`src/rtl/exe_muldiv_if.sv`:
```
// Issue/result bundle between the execute stage and the multi-cycle multiply/divide unit.
interface exe_muldiv_if #(
  parameter int WIDTH = 32
);
  logic             start;
  logic [1:0]       op;
  logic [WIDTH-1:0] src1;
  logic [WIDTH-1:0] src2;
  logic             flush;
  logic             busy;
  logic             stall_req;
  logic             done;
  logic [WIDTH-1:0] hi;
  logic [WIDTH-1:0] lo;
  logic             div_by_zero;

  modport master (
    output start, op, src1, src2, flush,
    input  busy, stall_req, done, hi, lo, div_by_zero
  );

  modport slave (
    input  start, op, src1, src2, flush,
    output busy, stall_req, done, hi, lo, div_by_zero
  );
endinterface

```
`src/rtl/exe_muldiv.sv`:
```
// Multi-cycle radix-2 multiply (shift-add) / restoring divide producing HI/LO.
// Operands are iterated as magnitudes; signs are applied in a single FIX cycle.
module exe_muldiv #(
  parameter  int WIDTH = 32,
  localparam int CNT_W = $clog2(WIDTH + 1)
) (
  input logic       clk,
  input logic       rst,
  exe_muldiv_if.slave bus
);

  typedef enum logic [1:0] {IDLE, RUN, FIX, DONE} state_e;

  localparam logic [CNT_W-1:0] LAST_CNT = CNT_W'(WIDTH - 1);

  state_e               state_q, state_d;
  logic [CNT_W-1:0]     cnt_q;
  logic                 is_div_q, sign1_q, sign2_q;
  logic [2*WIDTH-1:0]   acc_q;
  logic [WIDTH-1:0]     dvs_q;
  logic [WIDTH-1:0]     hi_q, lo_q;
  logic                 dbz_q;

  logic                 accept, zero_div;
  logic                 s1, s2;
  logic [WIDTH-1:0]     mag1, mag2;
  logic [WIDTH:0]       mul_sum, div_trial;
  logic [2*WIDTH-1:0]   mul_next, div_next, prod_fix;
  logic [WIDTH-1:0]     quo_fix, rem_fix;

  assign accept   = bus.start & ~bus.flush;
  assign zero_div = bus.op[1] & (bus.src2 == '0);

  always_ff @(posedge clk) begin
    if (rst) state_q <= IDLE;
    else     state_q <= state_d;
  end

  always_comb begin
    state_d = state_q;
    unique case (state_q)
      IDLE: if (accept) state_d = zero_div ? DONE : RUN;
      RUN:  if (cnt_q == LAST_CNT) state_d = FIX;
      FIX:  state_d = DONE;
      DONE: state_d = IDLE;
      default: state_d = IDLE;
    endcase
    if (bus.flush) state_d = IDLE;
  end

  always_comb begin
    bus.busy      = (state_q != IDLE);
    bus.done      = (state_q == DONE);
    bus.stall_req = ((state_q == IDLE) & accept) | (state_q == RUN) | (state_q == FIX);
  end

  always_comb begin
    s1   = ~bus.op[0] & bus.src1[WIDTH-1];
    s2   = ~bus.op[0] & bus.src2[WIDTH-1];
    mag1 = s1 ? '0 - bus.src1 : bus.src1;
    mag2 = s2 ? '0 - bus.src2 : bus.src2;

    // Multiply: acc = {partial product, remaining multiplier bits}, shifted right.
    mul_sum  = {1'b0, acc_q[2*WIDTH-1:WIDTH]} + (acc_q[0] ? {1'b0, dvs_q} : '0);
    mul_next = {mul_sum, acc_q[WIDTH-1:1]};

    // Divide: acc = {partial remainder, dividend/quotient bits}, shifted left.
    div_trial = acc_q[2*WIDTH-1:WIDTH-1] - {1'b0, dvs_q};
    div_next  = div_trial[WIDTH] ? {acc_q[2*WIDTH-2:0], 1'b0}
                                 : {div_trial[WIDTH-1:0], acc_q[WIDTH-2:0], 1'b1};

    prod_fix = (sign1_q ^ sign2_q) ? '0 - acc_q : acc_q;
    quo_fix  = (sign1_q ^ sign2_q) ? '0 - acc_q[WIDTH-1:0] : acc_q[WIDTH-1:0];
    rem_fix  = sign1_q ? '0 - acc_q[2*WIDTH-1:WIDTH] : acc_q[2*WIDTH-1:WIDTH];
  end

  always_ff @(posedge clk) begin
    if (rst) begin
      cnt_q    <= '0;
      is_div_q <= 1'b0;
      sign1_q  <= 1'b0;
      sign2_q  <= 1'b0;
      acc_q    <= '0;
      dvs_q    <= '0;
      hi_q     <= '0;
      lo_q     <= '0;
      dbz_q    <= 1'b0;
    end else begin
      unique case (state_q)
        IDLE: if (accept) begin
          cnt_q    <= '0;
          is_div_q <= bus.op[1];
          sign1_q  <= s1;
          sign2_q  <= s2;
          acc_q    <= {{WIDTH{1'b0}}, mag1};
          dvs_q    <= mag2;
          if (zero_div) begin
            hi_q  <= bus.src1;
            lo_q  <= '1;
            dbz_q <= 1'b1;
          end
        end
        RUN: begin
          acc_q <= is_div_q ? div_next : mul_next;
          cnt_q <= cnt_q + 1'b1;
        end
        FIX: if (!bus.flush) begin
          hi_q  <= is_div_q ? rem_fix : prod_fix[2*WIDTH-1:WIDTH];
          lo_q  <= is_div_q ? quo_fix : prod_fix[WIDTH-1:0];
          dbz_q <= 1'b0;
        end
        default: ;
      endcase
    end
  end

  assign bus.hi          = hi_q;
  assign bus.lo          = lo_q;
  assign bus.div_by_zero = dbz_q;

endmodule

```
`src/flat_wrapper.sv`:
```
// flat-port wrapper written by rule: the top's interface ports become plain ports
module exe_muldiv_flat 
#(
  parameter  int WIDTH = 32,
  localparam int CNT_W = $clog2(WIDTH + 1)
)
  (clk, rst, bus_start, bus_op, bus_src1, bus_src2, bus_flush, bus_busy, bus_stall_req, bus_done, bus_hi, bus_lo, bus_div_by_zero);
  exe_muldiv_if #(.WIDTH(WIDTH)) bus_i ();
  input logic clk;
  input logic rst;
  input wire logic [$bits(bus_i.start)-1:0] bus_start;
  input wire logic [$bits(bus_i.op)-1:0] bus_op;
  input wire logic [$bits(bus_i.src1)-1:0] bus_src1;
  input wire logic [$bits(bus_i.src2)-1:0] bus_src2;
  input wire logic [$bits(bus_i.flush)-1:0] bus_flush;
  output wire logic [$bits(bus_i.busy)-1:0] bus_busy;
  output wire logic [$bits(bus_i.stall_req)-1:0] bus_stall_req;
  output wire logic [$bits(bus_i.done)-1:0] bus_done;
  output wire logic [$bits(bus_i.hi)-1:0] bus_hi;
  output wire logic [$bits(bus_i.lo)-1:0] bus_lo;
  output wire logic [$bits(bus_i.div_by_zero)-1:0] bus_div_by_zero;
  assign bus_i.start = bus_start;
  assign bus_i.op = bus_op;
  assign bus_i.src1 = bus_src1;
  assign bus_i.src2 = bus_src2;
  assign bus_i.flush = bus_flush;
  assign bus_busy = bus_i.busy;
  assign bus_stall_req = bus_i.stall_req;
  assign bus_done = bus_i.done;
  assign bus_hi = bus_i.hi;
  assign bus_lo = bus_i.lo;
  assign bus_div_by_zero = bus_i.div_by_zero;
  exe_muldiv #(.WIDTH(WIDTH)) u_core (.clk(clk), .rst(rst), .bus(bus_i));
endmodule
```
`config.mk`:
```
export PLATFORM = sky130hd
export DESIGN_NAME = exe_muldiv_flat
export DESIGN_NICKNAME = d
export VERILOG_FILES = /design/src/rtl/exe_muldiv_if.sv /design/src/rtl/exe_muldiv.sv /design/src/flat_wrapper.sv
export SDC_FILE = /design/constraint.sdc
export NUM_CORES = 1
export LEC_CHECK = 0
export ABC_AREA = 0
export BUFFER_PORTS_ARGS = -buffer_cell sky130_fd_sc_hd__buf_4
export CAP_MARGIN = 40
export CORE_AREA = 8 8 157 159
export DETAILED_ROUTE_END_ITERATION = 8
export DIE_AREA = 0 0 165 167
export PLACE_DENSITY = 0.87
export SLEW_MARGIN = 5
export SYNTH_ARGS = -nofsm -noshare
export SYNTH_HDL_FRONTEND = slang
export SYNTH_SLANG_ARGS = --single-unit
```
`constraint.sdc`:
```
create_clock -name clk -period 9.42 [get_ports clk]
set_input_delay 0.942 -clock clk [delete_from_list [all_inputs] [get_ports clk]]
set_output_delay 0.942 -clock clk [all_outputs]
set_load 0.01 [all_outputs]
```
==> reports/results.ini, run 1 <==
[timing]
tns_ps=0
clock-skew-final_ps=13.69
period_needed_ps=4198
drv_slew=0
finalSetupViolCount=0
hold_viol=0
fmax_mhz=238.2
holdWs_ps=460.7
rsz0062_at_grt=false
period_share_pct=44.56
worst_pin_slew_ps=926.4
slew_headroom_pct=38.24

[setup_path]
crit_arrival_ps=4520
critical_path_class=reg -> reg
critical_path_peak_fanout=28
critPathRequiredTime_ps=9740
endpoint_kind=register
cp-start-kind=register

[synth]
ys_ff_latch=172
synth_edf_count=0
async_reset_ff_share_pct=0
synth_top_area_share_pct=23.82
yosys.area.top_type=dfxtp_1
synth-seq-area-share_pct=23.82
syn_area_sq_um=14460
avgSynthCellArea_sq_um=7.478
synthTopCellsByArea=dfxtp_1 (24%), ha_1 (6.3%), nor2_1 (6.2%)
yosys_most_used_dff=dfxtp_1
ys_types=86
synthCells=1933
syn-num-nets=2078
yosysWarnings=0

[clock_network]
cts_buffers=17
cts_tree=done
clkLatencyLatePin_ps=450
hold_buffers=0
postCtsSetupRepairBufs=0
cts_max_level=4
clock-root-buffer=clkbuf_16
cts.sinks=172
clkTransAtPathRegs_ps=70
cts_resized=0
ctsLongestPathBuffers=2

[floorplan]
die_y_microns=167
die_area_sq_um=27560
ioPinCount=138
initial_utilization_pct=65.03
core_area_sq_um=22230
rows=55
fp.dieW_microns=165

[routing]
routed-via-count=15150
routed_via_density=6.662
first_pass_iters=6
wl_mm=48.59
antenna_left=0
drc_errors=0
wl_per_cell_microns=21.37
drt-initial-drc-count=1823

[power]
p_switching_w=0.0007205
p_leak_nw=6.235
p_comb_share_pct=24.1
powerDensity_nw_per_um2=125.5
ir_drop_mv=0.09804
p_seq_share_pct=38.9
netSwitchingFraction_pct=35.71
intPower_w=0.001297
clkPwrFrac_pct=37.0

[finish]
diodes=0
area_delta_synth_final_pct=11.22
drive_gt1_share_pct=12.27
nets=2121
layout_commonest_cell=nor2_1
layout_common_cells=nor2_1 (235), nand2_1 (178), dfxtp_1 (171)
fin_cells=2274

[grt]
grt_pass1_vias=14120
grt_max_degree=72
antenna_found_initial=0
grt_use_met3_pct=5.301
grt_pass1_wl_mm=76.06
busiest_layer=met2
overflow=0
grt_usage_pct=34.10
met1_usage_pct=41.78
grt_use_met2_pct=54.64

[status]
outcome=finished, final reports clean

[hold_path]
hp-class=reg -> reg

[placement]
gp_congestion=0.9994
hpwl_mm=37.03
place_inst=2242
portBuffers=137

[job]
cap_violations=0

-- metrics by stage --
stage	power, W	area, sq um	setup slack, ps	util, %
6_report	0.002017	16080	5222	72.33
5_1_grt	0.002087	16080	4973	72.33
4_1_cts	0.002008	16080	5270	72.33
3_5_place_dp	0.001275	15440	5268	69.47
3_3_place_gp	0.001266	15400	5478	69.29
2_1_floorplan	0.001125	14460	6232	-
-- Yosys cell counts (18+ instances only) --
library cell,n
a21o_1,28
mux2i_1,59
o21ai_1,23
nor2_1,237
o21ai_0,99
a21oi_1,167
xor2_1,79
dfxtp_1,172
o31ai_1,24
buf_2,19
o211ai_1,43
a211oi_1,79
nor4_1,22
nand2_1,178
nand3_1,39
inv_1,64
nor3_1,40
or3_1,18
ha_1,73
clkbuf_1,96
nand2b_1,22
a31oi_1,29
xnor2_1,90
-- cell families (layout without fill, tap and decap cells) --
group	Yosys count	in the layout	synth area share [%]
xor gates and xnor gates	169	169	10.24
DFF	172	172	23.82
and+or+nand+nor	660	660	22.49
adders and majority gates	75	75	6.596
muxes	63	63	4.397
AOI/OAI and AO/OA	597	597	26.68
buffers and inverters	197	253	5.782
-- cell type report --
| class | count | area, sq um |
|---|---|---|
| multi-input cells | 1564 | 10210 |
| clock buffers | 17 | 425.4 |
| clock inverters | 15 | 209.0 |
| inverters | 64 | 240.2 |
| flip-flops and latches | 172 | 3445 |
| repair buffers | 157 | 1190 |
| fillers | 1786 | 6151 |
| well taps | 285 | 356.6 |
-- registers in the layout, summed over array words and instances, names as in the netlist --
register / count
u_core.sign2_q: 1
u_core.acc_q: 64
u_core.bus.lo: 32
u_core.bus.hi: 32
u_core.dvs_q: 32
u_core.is_div_q: 1
u_core.bus.div_by_zero: 1
u_core.state_q: 2
u_core.cnt_q: 6
u_core.sign1_q: 1
-- critical path, cell delays in order, from the launching register on --
cell,delay [ps]
dfxtp_1,630
inv_1,220
fa_1,470
nand2b_1,180
a21oi_1,300
o22ai_1,230
o31ai_1,410
nand4bb_1,250
nand3_2,370
buf_4,410
mux2_2,310
a22oi_1,190
nand3_1,90
-- metal layers --
layer | wire length (microns) | vias to the layer above
li1 | - | 7097
met1 | 18830 | 7000
met2 | 21990 | 879
met3 | 4661 | 174
met4 | 3106 | 0
met5 | 0 | -
-- power by group through the flow --
stage / clock network [W] / logic, W / registers (W)
3_5_place_dp: 0 / 0.000474 / 0.000801
6_report: 0.000746 / 0.000487 / 0.000785
4_1_cts: 0.000746 / 0.000478 / 0.000784
3_3_place_gp: 0 / 0.000466 / 0.000800
5_1_grt: 0.000775 / 0.000524 / 0.000788
2_1_floorplan: 0 / 0.000340 / 0.000784
-- path summary, 6_finish.rpt --
| check | startpoint | to | slack [ps] | cells past startpoint |
|---|---|---|---|---|
| worst max-delay path | u_core.acc_q[32]$_SDFFE_PP0P_ | u_core.acc_q[61]$_SDFFE_PP0P_ | 5220 | 12 |
| worst max register to register | u_core.acc_q[32]$_SDFFE_PP0P_ | u_core.acc_q[61]$_SDFFE_PP0P_ | 5220 | 12 |
| worst min-delay path | u_core.dvs_q[22]$_SDFFE_PP0P_ | u_core.dvs_q[22]$_SDFFE_PP0P_ | 460 | 2 |
| worst min register to register | u_core.dvs_q[22]$_SDFFE_PP0P_ | u_core.dvs_q[22]$_SDFFE_PP0P_ | 460 | 2 |
Power figures use the tool's default switching activity.
==> run 2: changes to the inputs <==
- ABC_AREA: 0 -> 1
- CORE_AREA: 8 8 157 159 -> 8 8 182 184
- DIE_AREA: 0 0 165 167 -> 0 0 190 192
- PLACE_DENSITY: 0.87 -> 0.78
- clock period: 9.42 -> 3.55 ns (I/O delays scaled with it)
==> reports/results.ini, run 2 <==
[finish]
regMostFlops=u_core.acc_q  ; unchanged
nets=3219  ; was 2121
diodes=0  ; unchanged
fin_cells=3483  ; was 2274
area_delta_synth_final_pct=12.48  ; was 11.22%
layout_commonest_cell=nand2_1  ; was nor2_1
drive_gt1_share_pct=8.844  ; was 12.27%
nFillCells=3011  ; was 1786
layout_common_cells=nand2_1 (803), inv_1 (455), nand3_1 (303)  ; was nor2_1 (235), nand2_1 (178), dfxtp_1 (171)
largest_register_ffs=64  ; unchanged

[grt]
grt_usage_pct=36.74  ; was 34.10%
met1_usage_pct=40.18  ; was 41.78%
grt_pass1_vias=19020  ; was 14.12k
antenna_found_initial=0  ; unchanged
grt_pass1_wl_mm=104.7  ; was 76.06 mm
grt_use_met3_pct=6.481  ; was 5.301%
overflow=0  ; unchanged
grt_use_met2_pct=61.55  ; was 54.64%
busiest_layer=met2  ; unchanged
grt_max_degree=95  ; was 72

[setup_path]
critPathSlowestCell=dfxtp_1  ; unchanged
cp-start-kind=register  ; unchanged
critPathRequiredTime_ps=3860  ; was 9740 ps
crit_arrival_ps=3570  ; was 4520 ps
cpPeakStageDelay_ps=450  ; was 630 ps
cp_cell_sequence=buf_4 -> buf_4 -> nand2_1 -> inv_1 -> ha_1 -> nand2_1 -> nor2_1 -> inv_1 -> nor2_1 -> nand4_1 -> nand4_1 -> nand3_1 -> nand2_1 -> inv_1 -> nand2_1 -> a21oi_1  ; was inv_1 -> fa_1 -> nand2b_1 -> a21oi_1 -> o22ai_1 -> o31ai_1 -> nand4bb_1 -> nand3_2 -> buf_4 -> mux2_2 -> a22oi_1 -> nand3_1
endpoint_kind=register  ; unchanged
critical_path_class=reg -> reg  ; unchanged
critical_path_peak_fanout=27  ; was 28
cpMostUsedCell=nand2_1

[floorplan]
ioPinCount=138  ; unchanged
rows=64  ; was 55
core_area_sq_um=30190  ; was 22230 sq um
die_area_sq_um=36480  ; was 27560 sq um
die_y_microns=192  ; was 167 microns
initial_utilization_pct=55.24  ; was 65.03%
fp.dieW_microns=190  ; was 165 microns

[synth]
yosys-top-cells-count=nand2_1 (803), inv_1 (456), nand3_1 (303), a21oi_1 (265), nor2_1 (258)  ; was nor2_1 (237), nand2_1 (178), dfxtp_1 (172), a21oi_1 (167), o21ai_0 (99)
ys_ff_latch=172  ; unchanged
syn_area_sq_um=16680  ; was 14460 sq um
ys_types=53  ; was 86
synthCells=2975  ; was 1933
yosysMostFrequentCell=nand2_1  ; was nor2_1
synth_edf_count=0  ; unchanged
yosys.area.top_type=dfxtp_1  ; unchanged
async_reset_ff_share_pct=0  ; unchanged
yosysWarnings=0  ; unchanged
synth-seq-area-share_pct=20.65  ; was 23.82%
synth_top_area_share_pct=20.65  ; was 23.82%
avgSynthCellArea_sq_um=5.606  ; was 7.478 sq um
syn-num-nets=3120  ; was 2078
synthTopCellsByArea=dfxtp_1 (21%), nand2_1 (18%), inv_1 (10%)  ; was dfxtp_1 (24%), ha_1 (6.3%), nor2_1 (6.2%)
yosys_most_used_dff=dfxtp_1  ; unchanged

[routing]
antenna_left=0  ; unchanged
routed-via-count=20660  ; was 15.15k
routed_via_density=5.932  ; was 6.662
drt-initial-drc-count=2501  ; was 1823
drc_errors=0  ; unchanged
first_pass_iters=6  ; unchanged
wl_per_cell_microns=19.94  ; was 21.37 microns
wl_mm=69.47  ; was 48.59 mm

[clock_network]
postCtsSetupRepairBufs=0  ; unchanged
clkLatencyLatePin_ps=470  ; was 450 ps
hold_buffers=0  ; unchanged
cts_max_level=4  ; unchanged
cts.sinks=172  ; unchanged
ctsLongestPathBuffers=2  ; unchanged
clock-root-buffer=clkbuf_16  ; unchanged
cts_resized=0  ; unchanged
clkTransAtPathRegs_ps=80  ; was 70 ps
cts_tree=done  ; unchanged
cts_buffers=17  ; unchanged

[timing]
period_share_pct=92.08  ; was 44.56%
rsz0062_at_grt=false  ; unchanged
finalSetupViolCount=0  ; unchanged
worst_pin_slew_ps=919.3  ; was 926.4 ps
fmax_mhz=305.9  ; was 238.2 MHz
holdWs_ps=169.1  ; was 460.7 ps
hold_viol=0  ; unchanged
slew_headroom_pct=38.71  ; was 38.24%
tns_ps=0  ; unchanged
clock-skew-final_ps=12.21  ; was 13.69 ps
period_needed_ps=3269  ; was 4198 ps
drv_slew=0  ; unchanged

[power]
fin_total_pwr_w=0.005873  ; was 0.002017 W
ir_drop_mv=0.3293  ; was 0.09804 mV
p_leak_nw=9.465  ; was 6.235 nW
powerDensity_nw_per_um2=313.1  ; was 125.5 nW/um^2

[hold_path]
hp-class=in -> reg  ; was reg -> reg

[placement]
gp_congestion=1.096  ; was 0.9994
portBuffers=137  ; unchanged
hpwl_mm=54.66  ; was 37.03 mm
place_inst=3451  ; was 2242

[status]
outcome=finished, final reports clean  ; unchanged

[job]
cap_violations=0  ; unchanged

## run 2: changes by cell type in the layout (fill, tap and decap cells not counted), moves of 25 or more
cell,previous run,this run
o21ai_0,99,233
a21o_1,28,3
mux2i_1,59,0
a211oi_1,79,12
xnor2_1,90,9
buf_4,155,187
o211ai_1,43,13
nand2_1,178,803
xor2_1,78,44
inv_1,64,455
nand3_1,38,303
a21oi_1,166,264
## run 2: per-stage QoR
step	worst slack (ps)	utilization, %	instance area (sq um)
after detailed placement	519.9	60.20	18170
final	281.2	62.14	18760
after global placement	556.5	60.20	18170
after global routing	94.07	62.14	18760
after floorplan	947.1	-	16680
after CTS	504.0	62.14	18760
## run 2: worst max-delay path: cells and delay by family (launching register included)
| kind | cells | cell delay, ps |
|---|---|---|
| AOI/OAI and AO/OA | 1 | 60 |
| buffers and inverters | 5 | 750 |
| and+or+nand+nor | 9 | 1630 |
| DFF | 1 | 450 |
| adders and majority gates | 1 | 200 |
## run 2: power by group
group | internal, W | switching, W
clock | 0.00100 | 0.000971
sequential | 0.00202 | 0.000127
combinational | 0.000543 | 0.00121
total | 0.00356 | 0.00231
## run 2: layer usage
metal / up-vias / wire, microns
li1: 9836 / -
met1: 9310 / 25030
met2: 1189 / 31870
met3: 325 / 6049
met4: 0 / 6520
met5: - / 0
## run 2: worst paths after layout
check	start	to	slack, ps	cells after the start
worst max-delay path	u_core.acc_q[0]$_SDFFE_PP0P_	u_core.acc_q[51]$_SDFFE_PP0P_	280	16
worst min-delay path	bus_src2[0]	u_core.dvs_q[0]$_SDFFE_PP0P_	170	3
worst max register to register	u_core.acc_q[0]$_SDFFE_PP0P_	u_core.acc_q[51]$_SDFFE_PP0P_	280	16
worst min register to register	u_core.bus.hi[14]$_SDFFE_PP0P_	u_core.bus.hi[14]$_SDFFE_PP0P_	470	2
## run 2: layout make-up
type	instances	area [sq um]	share of cell area, %
flip-flops and latches	172	3445	18.36
inverters	466	1749	9.325
multi-input cells	2228	11040	58.86
clock buffers	19	432.9	2.308
clock inverters	13	150.1	0.8004
well taps	396	495.5	2.641
repair buffers	189	1444	7.697
## run 2: kinds of logic after synthesis
| family | after synthesis | share of synthesized area, % |
|---|---|---|
| xor gates and xnor gates | 53 | 2.783 |
| adders and majority gates | 75 | 5.717 |
| AOI/OAI and AO/OA | 591 | 19.00 |
| and+or+nand+nor | 1509 | 38.58 |
| DFF | 172 | 20.65 |
| buffers and inverters | 575 | 13.27 |
